--- config.mk ---
export PLATFORM = sky130hd
export DESIGN_NAME = ad4003_acq_sequencer
export DESIGN_NICKNAME = d
export VERILOG_FILES = /design/src/rtl/ad4003_acq_sequencer.sv
export SDC_FILE = /design/constraint.sdc
export NUM_CORES = 1
export LEC_CHECK = 0
export BUFFER_PORTS_ARGS = -buffer_cell sky130_fd_sc_hd__buf_2
export CAP_MARGIN = 30
export CORE_MARGIN = 2
export CORE_UTILIZATION = 50
export DETAILED_ROUTE_END_ITERATION = 12
export PLACE_DENSITY = 0.74
export SYNTH_ARGS = -nofsm -noshare
export SYNTH_HDL_FRONTEND = slang
export SYNTH_SLANG_ARGS = --single-unit
--- constraint.sdc ---
create_clock -name adc_read_clk -period 3.6 [get_ports adc_read_clk]
set_input_delay 0.18 -clock adc_read_clk [delete_from_list [all_inputs] [get_ports adc_read_clk]]
set_output_delay 0.18 -clock adc_read_clk [all_outputs]
set_load 0.02 [all_outputs]
--- src/rtl/ad4003_acq_sequencer.sv ---
// ad4003_acq_sequencer
//   Acquisition controller for the AD4003 deserializer read side. It finds each
//   completed conversion frame (falling edge of reader_en_sync), decides whether
//   to keep it based on arm/trigger/stop, decimation and frame-count limits, and
//   streams kept frames out as AXI4-Stream: one header beat, then one
//   sign-extended beat per channel.
//
// Ports
//   adc_read_clk, rst_n          clock, asynchronous active-low reset
//   acq_arm, acq_stop, soft_trig control pulses
//   ext_trig, trig_sel           asynchronous external trigger and its enable
//   decim                        frames skipped between accepted frames
//   n_frames                     accepted frames per run (0 = continuous)
//   clear_ovf                    clears the sticky overflow flag
//   reader_en_sync, adc_data_arr deserializer shift enable and shift registers
//   m_axis_*                     32-bit AXI4-Stream master
//   state_out, frame_cnt,
//   overflow, busy               status
module ad4003_acq_sequencer #(
  parameter int ADC_CHANNELS   = 8,
  parameter int ADC_DATA_WIDTH = 18,
  parameter int DECIM_WIDTH    = 16,
  parameter int CNT_WIDTH      = 32
) (
  input  logic                                   adc_read_clk,
  input  logic                                   rst_n,
  input  logic                                   acq_arm,
  input  logic                                   acq_stop,
  input  logic                                   soft_trig,
  input  logic                                   ext_trig,
  input  logic                                   trig_sel,
  input  logic [DECIM_WIDTH-1:0]                 decim,
  input  logic [CNT_WIDTH-1:0]                   n_frames,
  input  logic                                   clear_ovf,
  input  logic                                   reader_en_sync,
  input  logic [ADC_DATA_WIDTH*ADC_CHANNELS-1:0] adc_data_arr,
  output logic [31:0]                            m_axis_tdata,
  output logic                                   m_axis_tvalid,
  input  logic                                   m_axis_tready,
  output logic                                   m_axis_tlast,
  output logic [1:0]                             state_out,
  output logic [CNT_WIDTH-1:0]                   frame_cnt,
  output logic                                   overflow,
  output logic                                   busy
);

  localparam int BEAT_W = $clog2(ADC_CHANNELS + 1);
  localparam int SNAP_W = ADC_DATA_WIDTH * ADC_CHANNELS;
  localparam logic [BEAT_W-1:0] LAST_BEAT = BEAT_W'(ADC_CHANNELS);

  typedef enum logic [1:0] {
    S_IDLE  = 2'd0,
    S_ARMED = 2'd1,
    S_RUN   = 2'd2,
    S_FLUSH = 2'd3
  } state_e;

  state_e state_q, state_d;

  logic ren_q;
  logic ext_s1_q, ext_s2_q, ext_prev_q;
  logic frame_done, ext_pulse, trig;

  logic [DECIM_WIDTH-1:0] decim_cnt_q, decim_cnt_d;
  logic [CNT_WIDTH-1:0]   frame_cnt_q, frame_cnt_d, frame_cnt_inc;
  logic                   ovf_q, ovf_d;

  logic                   em_active_q, em_active_d;
  logic [BEAT_W-1:0]      beat_q, beat_d;
  logic [SNAP_W-1:0]      snap_q, snap_d;
  logic [15:0]            hdr_cnt_q, hdr_cnt_d;

  logic hs, last_hs, em_free, run_fd, eligible, accept, drop;
  logic [BEAT_W-1:0]         ch_sel;
  logic [ADC_DATA_WIDTH-1:0] ch_val;

  // Input conditioning: frame-end detect and ext_trig 2-FF sync + edge register.
  always_ff @(posedge adc_read_clk or negedge rst_n) begin
    if (!rst_n) begin
      ren_q      <= 1'b0;
      ext_s1_q   <= 1'b0;
      ext_s2_q   <= 1'b0;
      ext_prev_q <= 1'b0;
    end else begin
      ren_q      <= reader_en_sync;
      ext_s1_q   <= ext_trig;
      ext_s2_q   <= ext_s1_q;
      ext_prev_q <= ext_s2_q;
    end
  end

  assign frame_done = ren_q & ~reader_en_sync;
  assign ext_pulse  = ext_s2_q & ~ext_prev_q;
  assign trig       = soft_trig | (trig_sel & ext_pulse);

  // The emitter counts as free when idle or when its final beat handshakes
  // this cycle, so back-to-back packets need no gap.
  assign hs       = em_active_q & m_axis_tready;
  assign last_hs  = hs & (beat_q == LAST_BEAT);
  assign em_free  = ~em_active_q | last_hs;
  assign run_fd   = (state_q == S_RUN) & frame_done;
  assign eligible = run_fd & (decim_cnt_q == '0);
  assign accept   = eligible & em_free;
  assign drop     = eligible & ~em_free;

  assign frame_cnt_inc = (&frame_cnt_q) ? frame_cnt_q : frame_cnt_q + CNT_WIDTH'(1);

  // FSM state register
  always_ff @(posedge adc_read_clk or negedge rst_n) begin
    if (!rst_n) state_q <= S_IDLE;
    else        state_q <= state_d;
  end

  // FSM next state
  always_comb begin
    state_d = state_q;
    case (state_q)
      S_IDLE:  if (acq_arm) state_d = S_ARMED;
      S_ARMED: begin
        if (acq_stop)  state_d = S_IDLE;
        else if (trig) state_d = S_RUN;
      end
      S_RUN: begin
        // A frame ending together with acq_stop has already been handled by
        // the datapath this cycle, so stopping here loses nothing.
        if (acq_stop ||
            (accept && (n_frames != '0) && (frame_cnt_inc == n_frames)))
          state_d = S_FLUSH;
      end
      S_FLUSH: if (!em_active_q) state_d = S_IDLE;
      default: state_d = S_IDLE;
    endcase
  end

  // Datapath next state: decimation, frame counting, overflow, emitter
  always_comb begin
    decim_cnt_d = decim_cnt_q;
    frame_cnt_d = frame_cnt_q;
    ovf_d       = ovf_q;
    em_active_d = em_active_q;
    beat_d      = beat_q;
    snap_d      = snap_q;
    hdr_cnt_d   = hdr_cnt_q;

    if ((state_q == S_IDLE) && acq_arm) begin
      frame_cnt_d = '0;
      decim_cnt_d = '0;
    end

    if (run_fd)
      decim_cnt_d = (decim_cnt_q != '0) ? decim_cnt_q - DECIM_WIDTH'(1) : decim;

    if (hs) begin
      if (beat_q == LAST_BEAT) em_active_d = 1'b0;
      else                     beat_d      = beat_q + BEAT_W'(1);
    end

    if (accept) begin
      em_active_d = 1'b1;
      beat_d      = '0;
      snap_d      = adc_data_arr;
      hdr_cnt_d   = frame_cnt_inc[15:0];
      frame_cnt_d = frame_cnt_inc;
    end

    if (clear_ovf) ovf_d = 1'b0;
    if (drop)      ovf_d = 1'b1;
  end

  always_ff @(posedge adc_read_clk or negedge rst_n) begin
    if (!rst_n) begin
      decim_cnt_q <= '0;
      frame_cnt_q <= '0;
      ovf_q       <= 1'b0;
      em_active_q <= 1'b0;
      beat_q      <= '0;
      snap_q      <= '0;
      hdr_cnt_q   <= '0;
    end else begin
      decim_cnt_q <= decim_cnt_d;
      frame_cnt_q <= frame_cnt_d;
      ovf_q       <= ovf_d;
      em_active_q <= em_active_d;
      beat_q      <= beat_d;
      snap_q      <= snap_d;
      hdr_cnt_q   <= hdr_cnt_d;
    end
  end

  // Outputs. tdata is a pure function of registered beat/snapshot state,
  // so it holds steady under backpressure.
  always_comb begin
    ch_sel = (beat_q == '0) ? '0 : beat_q - BEAT_W'(1);
    ch_val = snap_q[int'(ch_sel) * ADC_DATA_WIDTH +: ADC_DATA_WIDTH];

    state_out     = state_q;
    frame_cnt     = frame_cnt_q;
    overflow      = ovf_q;
    busy          = (state_q != S_IDLE) | em_active_q;
    m_axis_tvalid = em_active_q;
    m_axis_tlast  = em_active_q & (beat_q == LAST_BEAT);
    m_axis_tdata  = '0;
    if (em_active_q) begin
      if (beat_q == '0)
        m_axis_tdata = {8'hA5, 8'(ADC_CHANNELS), hdr_cnt_q};
      else
        m_axis_tdata = {{(32-ADC_DATA_WIDTH){ch_val[ADC_DATA_WIDTH-1]}}, ch_val};
    end
  end

endmodule

# [Yosys cells after proc, flatten, opt, wreduce, memory -nomap -nowiden]
# Index checks and enable logic that the tools add are counted.
[word_totals] elab_cells=87 ff_bits=220 output_inout_bits=70
[op_classes] mux=23 bitwise=17 shifts=1 add_sub_neg=4 mul=1 n_eq_ne=10 n_reduce_logical=19
[op_table] operator="32-bit two-way mux" n=5
[op_table] operator="144-bit by 10-bit variable part select with 18-bit output" n=1
[op_table] operator="16-bit two-way mux" n=3
[op_table] operator="32-bit by 1-bit adder with 32-bit output, second input constant" n=1
[op_table] operator="32-bit == test" n=1
[op_table] operator="32-bit AND reduction" n=1
[op_table] operator="32-bit nonzero test" n=1
[op_table] operator="16-bit logical NOT" n=1
[op_table] operator="4-bit two-way mux" n=4
[op_table] operator="16-bit nonzero test" n=1
[op_table] operator="16-bit by 1-bit subtractor with 16-bit output, second input constant" n=1
[op_table] operator="2-bit nonzero test" n=6
[op_table] operator="1-bit AND" n=10
[op_table] operator="2-bit two-way mux" n=5
[op_table] operator="4-bit by 4-bit multiplier with 8-bit output, second input constant" n=1
[op_table] operator="2-bit one-hot mux with 4 select lines" n=1
[op_table] operator="2-bit != test, second input constant" n=3
[op_table] operator="1-bit two-way mux" n=5
[op_table] operator="4-bit by 1-bit adder with 4-bit output, second input constant" n=1
[op_table] operator="2-bit == test, second input constant" n=2
[op_table] operator="4-bit == test, second input constant" n=1
[op_table] operator="4-bit logical NOT" n=1
[op_table] operator="1-bit inverter" n=4
[op_table] operator="2-bit AND reduction" n=2
[op_table] operator="9 further kinds" n=13

# [Longest topological paths before layout]
# Gate-level depths: netlist (run 1).
[logic_depth] ltp_word=10 ltp_mapped=13 ltp_nobuf=10

# [Worst setup path after synthesis (run 1)]
# Ideal clock, no wire load.
[synth_timing] kind="register to output" from="reg beat_q[0]" to="out m_axis_tdata[18]" arrival_time_ns=3.092 required_ns=3.420 path_slack_ns=0.328 path_stages_with_launch=14 n_path_buf=4 path_cell_list="dfrtp_1 -> inv_1 -> clkbuf_1 -> ha_1 -> nor3b_1 -> clkbuf_1 -> nor2_1 -> clkbuf_1 -> mux2i_1 -> o221ai_1 -> o21ai_0 -> nor2_1 -> and3b_1 -> buf_4"
[synth_between] elab_chain_len=6 elab_cells_between_ends=7 cone_classes="add/sub (1); mul (1); shift (1); mux (3); reduce/logical (1)"
[synth_lines] item="start, declared" line="69" source="logic [BEAT_W-1:0] beat_q, beat_d;"
[synth_lines] item="start signal, assigned" line="184" source="beat_q <= beat_d;"
[synth_lines] item="4-bit by 1-bit subtractor with 4-bit output / 4-bit logical NOT (equally long branches)" line="193, 204"
[synth_lines] item="4-bit two-way mux" line="193" source="ch_sel = (beat_q == '0) ? '0 : beat_q - BEAT_W'(1);"
[synth_lines] item="4-bit by 4-bit multiplier with 8-bit output" line="194" source="ch_val = snap_q[int'(ch_sel) * ADC_DATA_WIDTH +: ADC_DATA_WIDTH];"
[synth_lines] item="144-bit by 10-bit variable part select with 18-bit output" line="194"
[synth_lines] item="32-bit two-way mux *" line="204" source="if (beat_q == '0)"
[synth_lines] item="32-bit two-way mux *" line="203" source="if (em_active_q) begin"
[synth_lines] item="end, declared" line="37" source="output logic [31:0] m_axis_tdata,"
# Mark *: on every way between the ends. The rest lies on a longest branch, timed or not.

# [Worst setup path in the final report (run 1)]
[layout_timing] from="reg beat_q[0]" to="out m_axis_tdata[14]"
# The elaborated chain is that of the path after synthesis.

==> results, run 1 <==
- The number of clock buffers inserted by TritonCTS is 25.
- The number of failing hold endpoints at the final stage came to 0.
- On the final layout, the worst hold slack is 0.0103 ns.
- Along the worst path, the maximum fanout reaches 27.
- The required time of the critical path is 3.42 ns.
- The number of nets at the end of the flow is 2,128.
- The data arrival time of the critical path is 3.27 ns.
- The actual transition at the worst max-transition pin is 0.871 ns.
- In this run the cell area of the synthesized design comes to 12,400 sq um.
- In this run, synthesis inferred 0 flip-flops with an integrated enable.
- Measured against its own limit, the worst slew margin works out to 42.0%.
- The worst register-to-register path begins at frame_cnt[1]$_DFFE_PN0P_.
- The count of cells in the finished layout, fillers not included, comes to 2,263.
- The via count of the first global-routing pass is 13,009.
- The clock root buffer is sky130_fd_sc_hd__clkbuf_16.
- For this run, the total global-route usage over all layers was measured as 34.3%.
- The library cell used most frequently in the layout, excluding fill and tap cells, is sky130_fd_sc_hd__nand2_1.
- The post-route netlist has 20.6% of its cells at a drive strength greater than 1.
- In this run, synthesis produced a sequential element count of 220.
- The total negative setup slack is 0 ns.
- The worst clock skew on the final layout is 0.0306 ns.
- Of the total power, the clock network draws 24.2%.
- The most common flop cell mapped by yosys is sky130_fd_sc_hd__dfrtp_1.
- In this run the register-to-register setup slack is 0.62 ns.
- The die is 161 um tall.
- The total length of routed wires is 45,000 um.
- The switching power is 4.62 mW.
- TritonCTS built the clock tree.
- The library cells used most frequently in the layout, excluding fill and tap cells, are 588 x sky130_fd_sc_hd__nand2_1, 270 x sky130_fd_sc_hd__buf_2, 220 x sky130_fd_sc_hd__dfrtp_1.
- Compared with the post-synthesis result, the final layout area differs by 33.3%.
- VDD sags by at most 786 uV.
- The path with the worst hold slack has its endpoint at decim_cnt_q[14]$_DFFE_PN0P_.
- STA classifies the critical path startpoint as a flop.
- The tree built by TritonCTS fans out to 220 sinks.
- The die footprint is 26,000 sq um.
- After synthesis, the mean cell area works out to 8.07 sq um.
- The total of buffers placed on input and output ports is 271.
- The number of instances on the worst hold path is 3.
- For this run, the detailed router's first-pass iteration total came to 5.
- After detailed routing, the average wire length per cell comes to 19.9 um.
- The detailed placer's ending HPWL is 29,000 um.
- The buffering stage count on the worst path with inverters included is 3.
- The most numerous cell on the critical path is sky130_fd_sc_hd__nor2_2.
- For this design, the slowest cell found on the critical path is sky130_fd_sc_hd__a311oi_1.
- The number of remaining DRC errors is 0.
- Counting cells, the worst reg-to-reg path comes to 9.
- Yosys printed 0 warnings.
- The number of nets produced by synthesis is 1,740.
- The critical register-to-register path endpoint is state_out[0]$_DFFE_PN0P_.
- In this run the remaining antenna-violating nets after routing total 0.
- The worst min-delay path class is in2reg.
- The initial utilization of the core area, before any placement, comes to 50.9%.
- The count of cell types in the netlist is 80.
- The critical path is of the reg2out type.
- Net switching is 42.1% of the power.
- The number of cells produced by synthesis is 1,533.
- For this design the ratio of total power to cell area is 666 nW/um^2.
- The final count of pins violating max slew is 0.
- The final critical-path share of the clock period is 95.9%.
- The largest buffer count on any clock path is 3.
- After detailed placement, the design holds a cell count of 2,057.
- The number of design-rule violations left by the first detailed-router iteration is 1,383.
- Setup repair after global routing left no endpoint under its margin.
- The share of total power in combinational logic is 43.5%.
- Static timing analysis puts the maximum clock frequency at 290 MHz.
- The worst hold path begins at decim[14].
- The via count of the routed design is 13,142.
- The count of H-tree levels built during CTS is 1.
- The element type at the critical path end is an output pin.
- The shortest period the worst path allows is 3.45 ns.
- The share of total power in sequential cells is 32.3%.
- The via-per-instance ratio is 5.81.
- Setup violations remaining at the end of the flow were counted as 0.
- At the later pin of the worst-skew pair, clock insertion delay measures 0.55 ns.
- The post-CTS setup buffer count is 0.
- The initial antenna violation count was 1.
- 272 I/O pins were placed.
- The internal portion of the total power is 6.37 mW.
- The sum of overflow across all layers after global routing is 0.
- Row generation in the floorplan step produced 57 rows.
- The peak per-stage delay on the critical path is 0.46 ns.
- Max-cap violations in this run came to 0.
- The critical path's top delay family is simple AND/OR/NAND/NOR gates.
- For this run, the register share of the synthesized area comes to 44.5%.
- The run finished with clean final reports.
- The routability congestion estimate is 0.967.
- After clock tree synthesis, the clock-pin slew on the worst setup and hold paths is 0.06 ns.
- The share of flip-flops with an asynchronous set or reset after synthesis is 100%.
- The die is 161 um wide.
- Walking the worst path, the cells encountered are buf_4 -> ha_1 -> nor2_2 -> nor2_2 -> buf_12 -> and3_1 -> a311oi_1 -> a21oi_1 -> o21ai_0 -> and2_1 -> buf_2.
- The number of fill cells in the layout is 1,868.
- The largest net degree at the start of global routing is 170.
- The analysis attributes to cell leakage a power of 8.11 nW.
- The core outline area is 24,300 sq um.
- The first global-routing pass estimated 70,400 um of wire.
-- through the flow --
step | cell area [sq um] | utilization, % | setup WS, ns | power [mW]
finish | 16500 | 67.9 | 0.147 | 11.0
detailed placement | 14000 | 57.7 | 0.534 | 7.99
global route | 16500 | 67.9 | 0.00305 | 11.6
global placement | 14000 | 57.7 | 0.632 | 7.88
CTS | 16500 | 67.8 | 0.105 | 10.8
floorplan | 12400 | - | 0.328 | 6.54
-- state kept, by name, summed over array words and instances, names as in the netlist, named ones only --
register       count
ext_s1_q           1
snap_q           144
ext_s2_q           1
state_out          1
overflow           1
beat_q             4
m_axis_tvalid      1
decim_cnt_q       16
frame_cnt         32
hdr_cnt_q         16
ren_q              1
ext_prev_q         1
-- worst max-delay path by stage --
stage                     cells past startpoint  slack, ns               end             startpoint
after global routing                         11      0.003  m_axis_tdata[11]  beat_q[1]$_DFFE_PN0P_
after detailed placement                     11       0.53   m_axis_tdata[8]  beat_q[1]$_DFFE_PN0P_
after CTS                                    12       0.11   m_axis_tdata[8]  beat_q[1]$_DFFE_PN0P_
after global placement                       11       0.63  m_axis_tdata[10]  beat_q[1]$_DFFE_PN0P_
final                                        11       0.15  m_axis_tdata[14]  beat_q[0]$_DFFE_PN0P_
after floorplan                              13       0.33  m_axis_tdata[18]  beat_q[0]$_DFFE_PN0P_
-- final cells by class --
type | instances | area, sq um | share of cell area, %
inverter | 17 | 63.8 | 0.387
sequential | 220 | 5510 | 33.4
clock inverter | 13 | 169 | 1.02
tap | 324 | 405 | 2.46
clock buffer | 31 | 678 | 4.11
timing repair buffer | 469 | 3310 | 20.0
antenna | 1 | 2.50 | 0.0152
multi-input combinational | 1188 | 6370 | 38.6
-- timing repair --
action / in CTS / in global routing
cloned: 0 / 1
endpoints found under the hold margin: 264 / 0
setup endpoints to repair: 10 / 18
resized for setup: 2 / 4
hold buffers: 160 / 0
pin swaps: 0 / 1
-- kinds of logic after synthesis --
family / after synthesis / synth area share (%)
buffers and inverters: 126 / 4.70
AND/OR/NAND/NOR: 854 / 30.4
multiplexers: 24 / 3.06
XOR/XNOR: 59 / 4.17
flip-flops: 220 / 44.5
adder cells (fa/ha/maj): 5 / 0.505
AO/OA/AOI/OAI: 245 / 12.6
-- per-layer routing --
layer	track usage (%)	vias up	part of all wire, %
li1	-	5951	-
met1	43.3	6247	38
met2	56.9	775	48
met3	6.27	169	8.5
met4	17.5	0	5.5
met5	0	-	0
-- tightest hold or removal path, delay by kind of cell --
family                 cells  cell delay (ns)
AOI/OAI and AO/OA          2             0.24
buffers and inverters      1             0.08
-- power groups by stage --
stage | Combinational [mW] | Sequential (mW) | Clock (mW)
global route | 5.22 | 3.60 | 2.78
finish | 4.78 | 3.55 | 2.66
floorplan | 3.12 | 3.42 | 0
CTS | 4.64 | 3.50 | 2.67
global placement | 4.36 | 3.52 | 0
detailed placement | 4.46 | 3.53 | 0
-- cells in the mapped netlist, types with 4 or more instances --
library cell | n | area, sq um
sky130_fd_sc_hd__a21o_1 | 4 | 30.0
sky130_fd_sc_hd__a21oi_1 | 44 | 220
sky130_fd_sc_hd__a22oi_1 | 9 | 67.6
sky130_fd_sc_hd__a311oi_1 | 13 | 114
sky130_fd_sc_hd__a31oi_1 | 5 | 31.3
sky130_fd_sc_hd__and2_1 | 17 | 106
sky130_fd_sc_hd__and3_1 | 22 | 138
sky130_fd_sc_hd__and4_1 | 7 | 61.3
sky130_fd_sc_hd__buf_1 | 7 | 26.3
sky130_fd_sc_hd__buf_2 | 13 | 65.1
sky130_fd_sc_hd__buf_4 | 22 | 165
sky130_fd_sc_hd__clkbuf_1 | 64 | 240
sky130_fd_sc_hd__dfrtp_1 | 220 | 5510
sky130_fd_sc_hd__ha_1 | 5 | 62.6
sky130_fd_sc_hd__inv_1 | 17 | 63.8
sky130_fd_sc_hd__mux2i_1 | 12 | 120
sky130_fd_sc_hd__mux4_2 | 11 | 248
sky130_fd_sc_hd__nand2_1 | 588 | 2210
sky130_fd_sc_hd__nand2b_1 | 4 | 25.0
sky130_fd_sc_hd__nand3_1 | 33 | 165
sky130_fd_sc_hd__nand4_1 | 14 | 87.6
sky130_fd_sc_hd__nor2_1 | 78 | 293
sky130_fd_sc_hd__nor2b_1 | 6 | 37.5
sky130_fd_sc_hd__nor3_1 | 24 | 120
sky130_fd_sc_hd__nor4_1 | 20 | 125
sky130_fd_sc_hd__o21ai_0 | 97 | 485
sky130_fd_sc_hd__o22ai_1 | 10 | 62.6
sky130_fd_sc_hd__o31ai_1 | 17 | 128
sky130_fd_sc_hd__o41ai_1 | 6 | 52.6
sky130_fd_sc_hd__or2_2 | 4 | 25.0
sky130_fd_sc_hd__or3_1 | 7 | 43.8
sky130_fd_sc_hd__xnor2_1 | 43 | 377
sky130_fd_sc_hd__xor2_1 | 16 | 140
No activity file was read; power rests on OpenSTA's default activity.
==> run 2, diff against run 1 <==
==> constraint.sdc (replaced) <==
create_clock -name adc_read_clk -period 3.6 [get_ports adc_read_clk]
set_input_delay 0.36 -clock adc_read_clk [delete_from_list [all_inputs] [get_ports adc_read_clk]]
set_output_delay 0.36 -clock adc_read_clk [all_outputs]
set_load 0.02 [all_outputs]
==> results, run 2 (synthesized netlist as in run 1, its figures left out) <==
- The run finished with clean final reports.
- By instance count, the cell type seen most on the critical path is sky130_fd_sc_hd__a21oi_1.
- The worst register-to-register path begins at decim_cnt_q[0]$_DFFE_PN0P_.
- The switching power is 4.59 mW.
- TritonCTS built the clock tree.
- For the worst setup path, the data arrival time is 3.15 ns.
- The critical path class is reg2out.
- The critical path contains buffers and inverters numbering 3 combined.
- The boundary pin count is 272.
- The largest net degree at the start of global routing is 162.
- The later pin in the worst-skew pair is clocked with a latency of 0.55 ns.
- The most frequent standard cell in the layout excluding fill and tap cells is sky130_fd_sc_hd__nand2_1.
- The clock edge transition at the registers on the reported setup and hold paths is 0.06 ns.
- The vertical die dimension is 161 um.
- The number of clock buffers inserted by TritonCTS is 26.
- The actual transition at the worst max-transition pin is 0.897 ns.
- Counting the fill cells in the layout gives 2,098.
- The maximum fanout along the worst path is 22.
- The core outline area is 24,300 sq um.
- The tightest slew margin relative to the limit is 40.0%.
- Along the worst hold path, the cell count comes to 3.
- The TritonCTS sink count is 220.
- The first detailed-routing pass took 5 iterations.
- After the last flow step, the layout net total stands at 1,980.
- The worst clock skew on the final layout is 0.0183 ns.
- The via-per-instance ratio is 5.75.
- The total of buffers placed on input and output ports is 271.
- The hold-critical path endpoint is snap_q[55]$_DFFE_PN0P_.
- The starting density of the core is 50.9%.
- The worst setup path is captured at an output pin.
- The number of failing hold endpoints at the final stage is 0.
- In this run the most critical hold path is launched from adc_data_arr[55].
- The die covers 26,000 sq um.
- STA classifies the critical path startpoint as a flop.
- The worst reg-to-reg path cell count is 10.
- CTS built an H-tree with a depth of 1.
- Based on the critical path, the design can be clocked at up to 285 MHz.
- The analysis attributes to cell leakage a power of 7.53 nW.
- The via count of the first global-routing pass is 11,792.
- The largest buffer count on any clock path is 3.
- In the final layout, the share of cells above drive strength 1 is 23.0%.
- The signed area change from the synthesized netlist to the final layout is 22.0%.
- The signal on the critical path passes through inv_1 -> ha_2 -> nor3b_4 -> buf_4 -> or2_4 -> nand2_1 -> a21oi_1 -> nor3_1 -> nor4_1 -> a21oi_1 -> nor2b_1 -> buf_2.
- Leaving out fill and tap cells, the most frequent cells in the layout are 588 x sky130_fd_sc_hd__nand2_1, 270 x sky130_fd_sc_hd__buf_2, 220 x sky130_fd_sc_hd__dfrtp_1.
- The setup slack on the worst flop-to-flop path is 0.50 ns.
- The global-route wire length before repair is 63,200 um.
- The global-route usage over all layers is 30.7%.
- The share of total power dissipated in sequential elements is 32.0%.
- Across the VDD grid, the largest voltage drop is 588 uV.
- Wires add up to 40,300 um.
- The critical register-to-register path endpoint is state_out[0]$_DFFE_PN0P_.
- The share of total power in combinational logic is 43.6%.
- The net switching share of the total power is 41.4%.
- For this run, the share of the core covered by cells in the final layout is 62.1%.
- The number of design-rule violations left by the first detailed-router iteration is 1,064.
- The worst min-delay path class is in2reg.
- For this run, the slowest stage of the critical path takes 0.42 ns.
- The final count of pins violating max slew is 0.
- The routability congestion estimate is 0.945.
- The register with the most flip-flops in the final layout is snap_q.
- The internal portion of total power is 6.48 mW.
- The clock root buffer is sky130_fd_sc_hd__clkbuf_16.
- The critical path's slowest cell is sky130_fd_sc_hd__dfrtp_1.
- The clock network burns 24.4% of the power.
- For this design the ratio of total power to cell area is 733 nW/um^2.
- The die is 161 um wide.
- In this run the remaining antenna-violating nets after routing total 0.
- The detail-routed net length per standard cell is 19.0 um.
- The register with the most flip-flops in the layout has 144 of them.
- The total overflow left after global routing is 0.
- The required time of the critical path is 3.24 ns.
- The detailed router placed 12,192 vias in this run.
- The shortest period the worst path allows is 3.51 ns.
- The number of remaining DRC errors is 0.
- The initial antenna violation count came to 5.
- The max-capacitance violation count is 0.
- Summed over all nets, the half-perimeter wirelength after detailed placement is 29,000 um.
- For the final routed database, the setup TNS stands at 0 ns.
- Grouping stages by cell kind, the critical path spends the most delay in simple AND/OR/NAND/NOR gates.
- Setup violations remaining at the end of the flow were counted as 0.
- The final critical-path share of the clock period is 97.4%.
- The number of core rows is 57.
-- run 2: through the flow --
| stage | hold slack, ns | power [mW] | cells | area, sq um | worst slack (ns) |
|---|---|---|---|---|---|
| 2_1_floorplan | 0.0644 | 6.54 | 1533 | 12400 | 0.148 |
| 3_3_place_gp | 0.334 | 7.91 | 2054 | 14000 | 0.481 |
| 3_5_place_dp | 0.362 | 8.01 | 2054 | 14000 | 0.406 |
| 4_1_cts | 0.00253 | 10.8 | 2106 | 15000 | -0.0149 |
| 5_1_grt | 0.0180 | 11.7 | 2118 | 15100 | -0.0367 |
| 6_report | 0.0104 | 11.1 | 2121 | 15100 | 0.0937 |
-- run 2: worst max path at each step --
stage	endpoint	slack, ns	depth (start not counted)	start
CTS	m_axis_tdata[3]	-0.01	9	beat_q[1]$_DFFE_PN0P_
floorplan	m_axis_tdata[18]	0.15	13	beat_q[0]$_DFFE_PN0P_
global route	m_axis_tdata[15]	-0.04	12	beat_q[1]$_DFFE_PN0P_
detailed placement	m_axis_tdata[21]	0.41	9	beat_q[1]$_DFFE_PN0P_
global placement	m_axis_tdata[17]	0.48	9	beat_q[1]$_DFFE_PN0P_
finish	m_axis_tdata[15]	0.09	12	beat_q[1]$_DFFE_PN0P_
-- run 2: power groups by stage --
stage,Sequential (mW),Combinational (mW),Clock (mW)
CTS,3.53,4.52,2.72
floorplan,3.42,3.12,0
global route,3.61,5.28,2.83
finish,3.54,4.83,2.70
global placement,3.54,4.36,0
detailed placement,3.55,4.46,0
-- run 2: final cells by class --
class	instances	area (sq um)	share of cell area (%)
clock buffer	38	796	5.27
timing repair buffer	321	1830	12.1
sequential	220	5510	36.5
clock inverter	9	96.3	0.638
multi-input combinational	1187	6390	42.3
tap	324	405	2.68
antenna	5	12.5	0.0829
inverter	17	63.8	0.423
-- run 2: layer usage --
| layer | track usage [%] | routed length (um) | vias to the layer above |
|---|---|---|---|
| met1 | 41.8 | 16300 | 5778 |
| met3 | 6.29 | 3810 | 108 |
| met2 | 48.1 | 18300 | 635 |
| li1 | - | - | 5669 |
| met5 | 0 | 13 | - |
| met4 | 13.2 | 1910 | 2 |
-- run 2: worst reg2reg max path, stage by stage (launching register included) --
cell and delay, ns:
sky130_fd_sc_hd__dfrtp_1 0.42, sky130_fd_sc_hd__inv_1 0.07, sky130_fd_sc_hd__ha_1 0.18, sky130_fd_sc_hd__or3b_1 0.44
sky130_fd_sc_hd__nor3_2 0.41, sky130_fd_sc_hd__nand3_4 0.27, sky130_fd_sc_hd__nor3_1 0.27, sky130_fd_sc_hd__nand4_1 0.17
sky130_fd_sc_hd__a2111oi_2 0.30, sky130_fd_sc_hd__nand4_1 0.24, sky130_fd_sc_hd__o31ai_2 0.24
-- run 2: what timing repair did --
action                                  4_1_cts  5_1_grt
resized for setup                             3        9
hold buffers                                  5        0
pin swaps                                     0        2
endpoints found under the hold margin        90        0
endpoints found under the setup margin       23       32
buffers inserted                              0       10
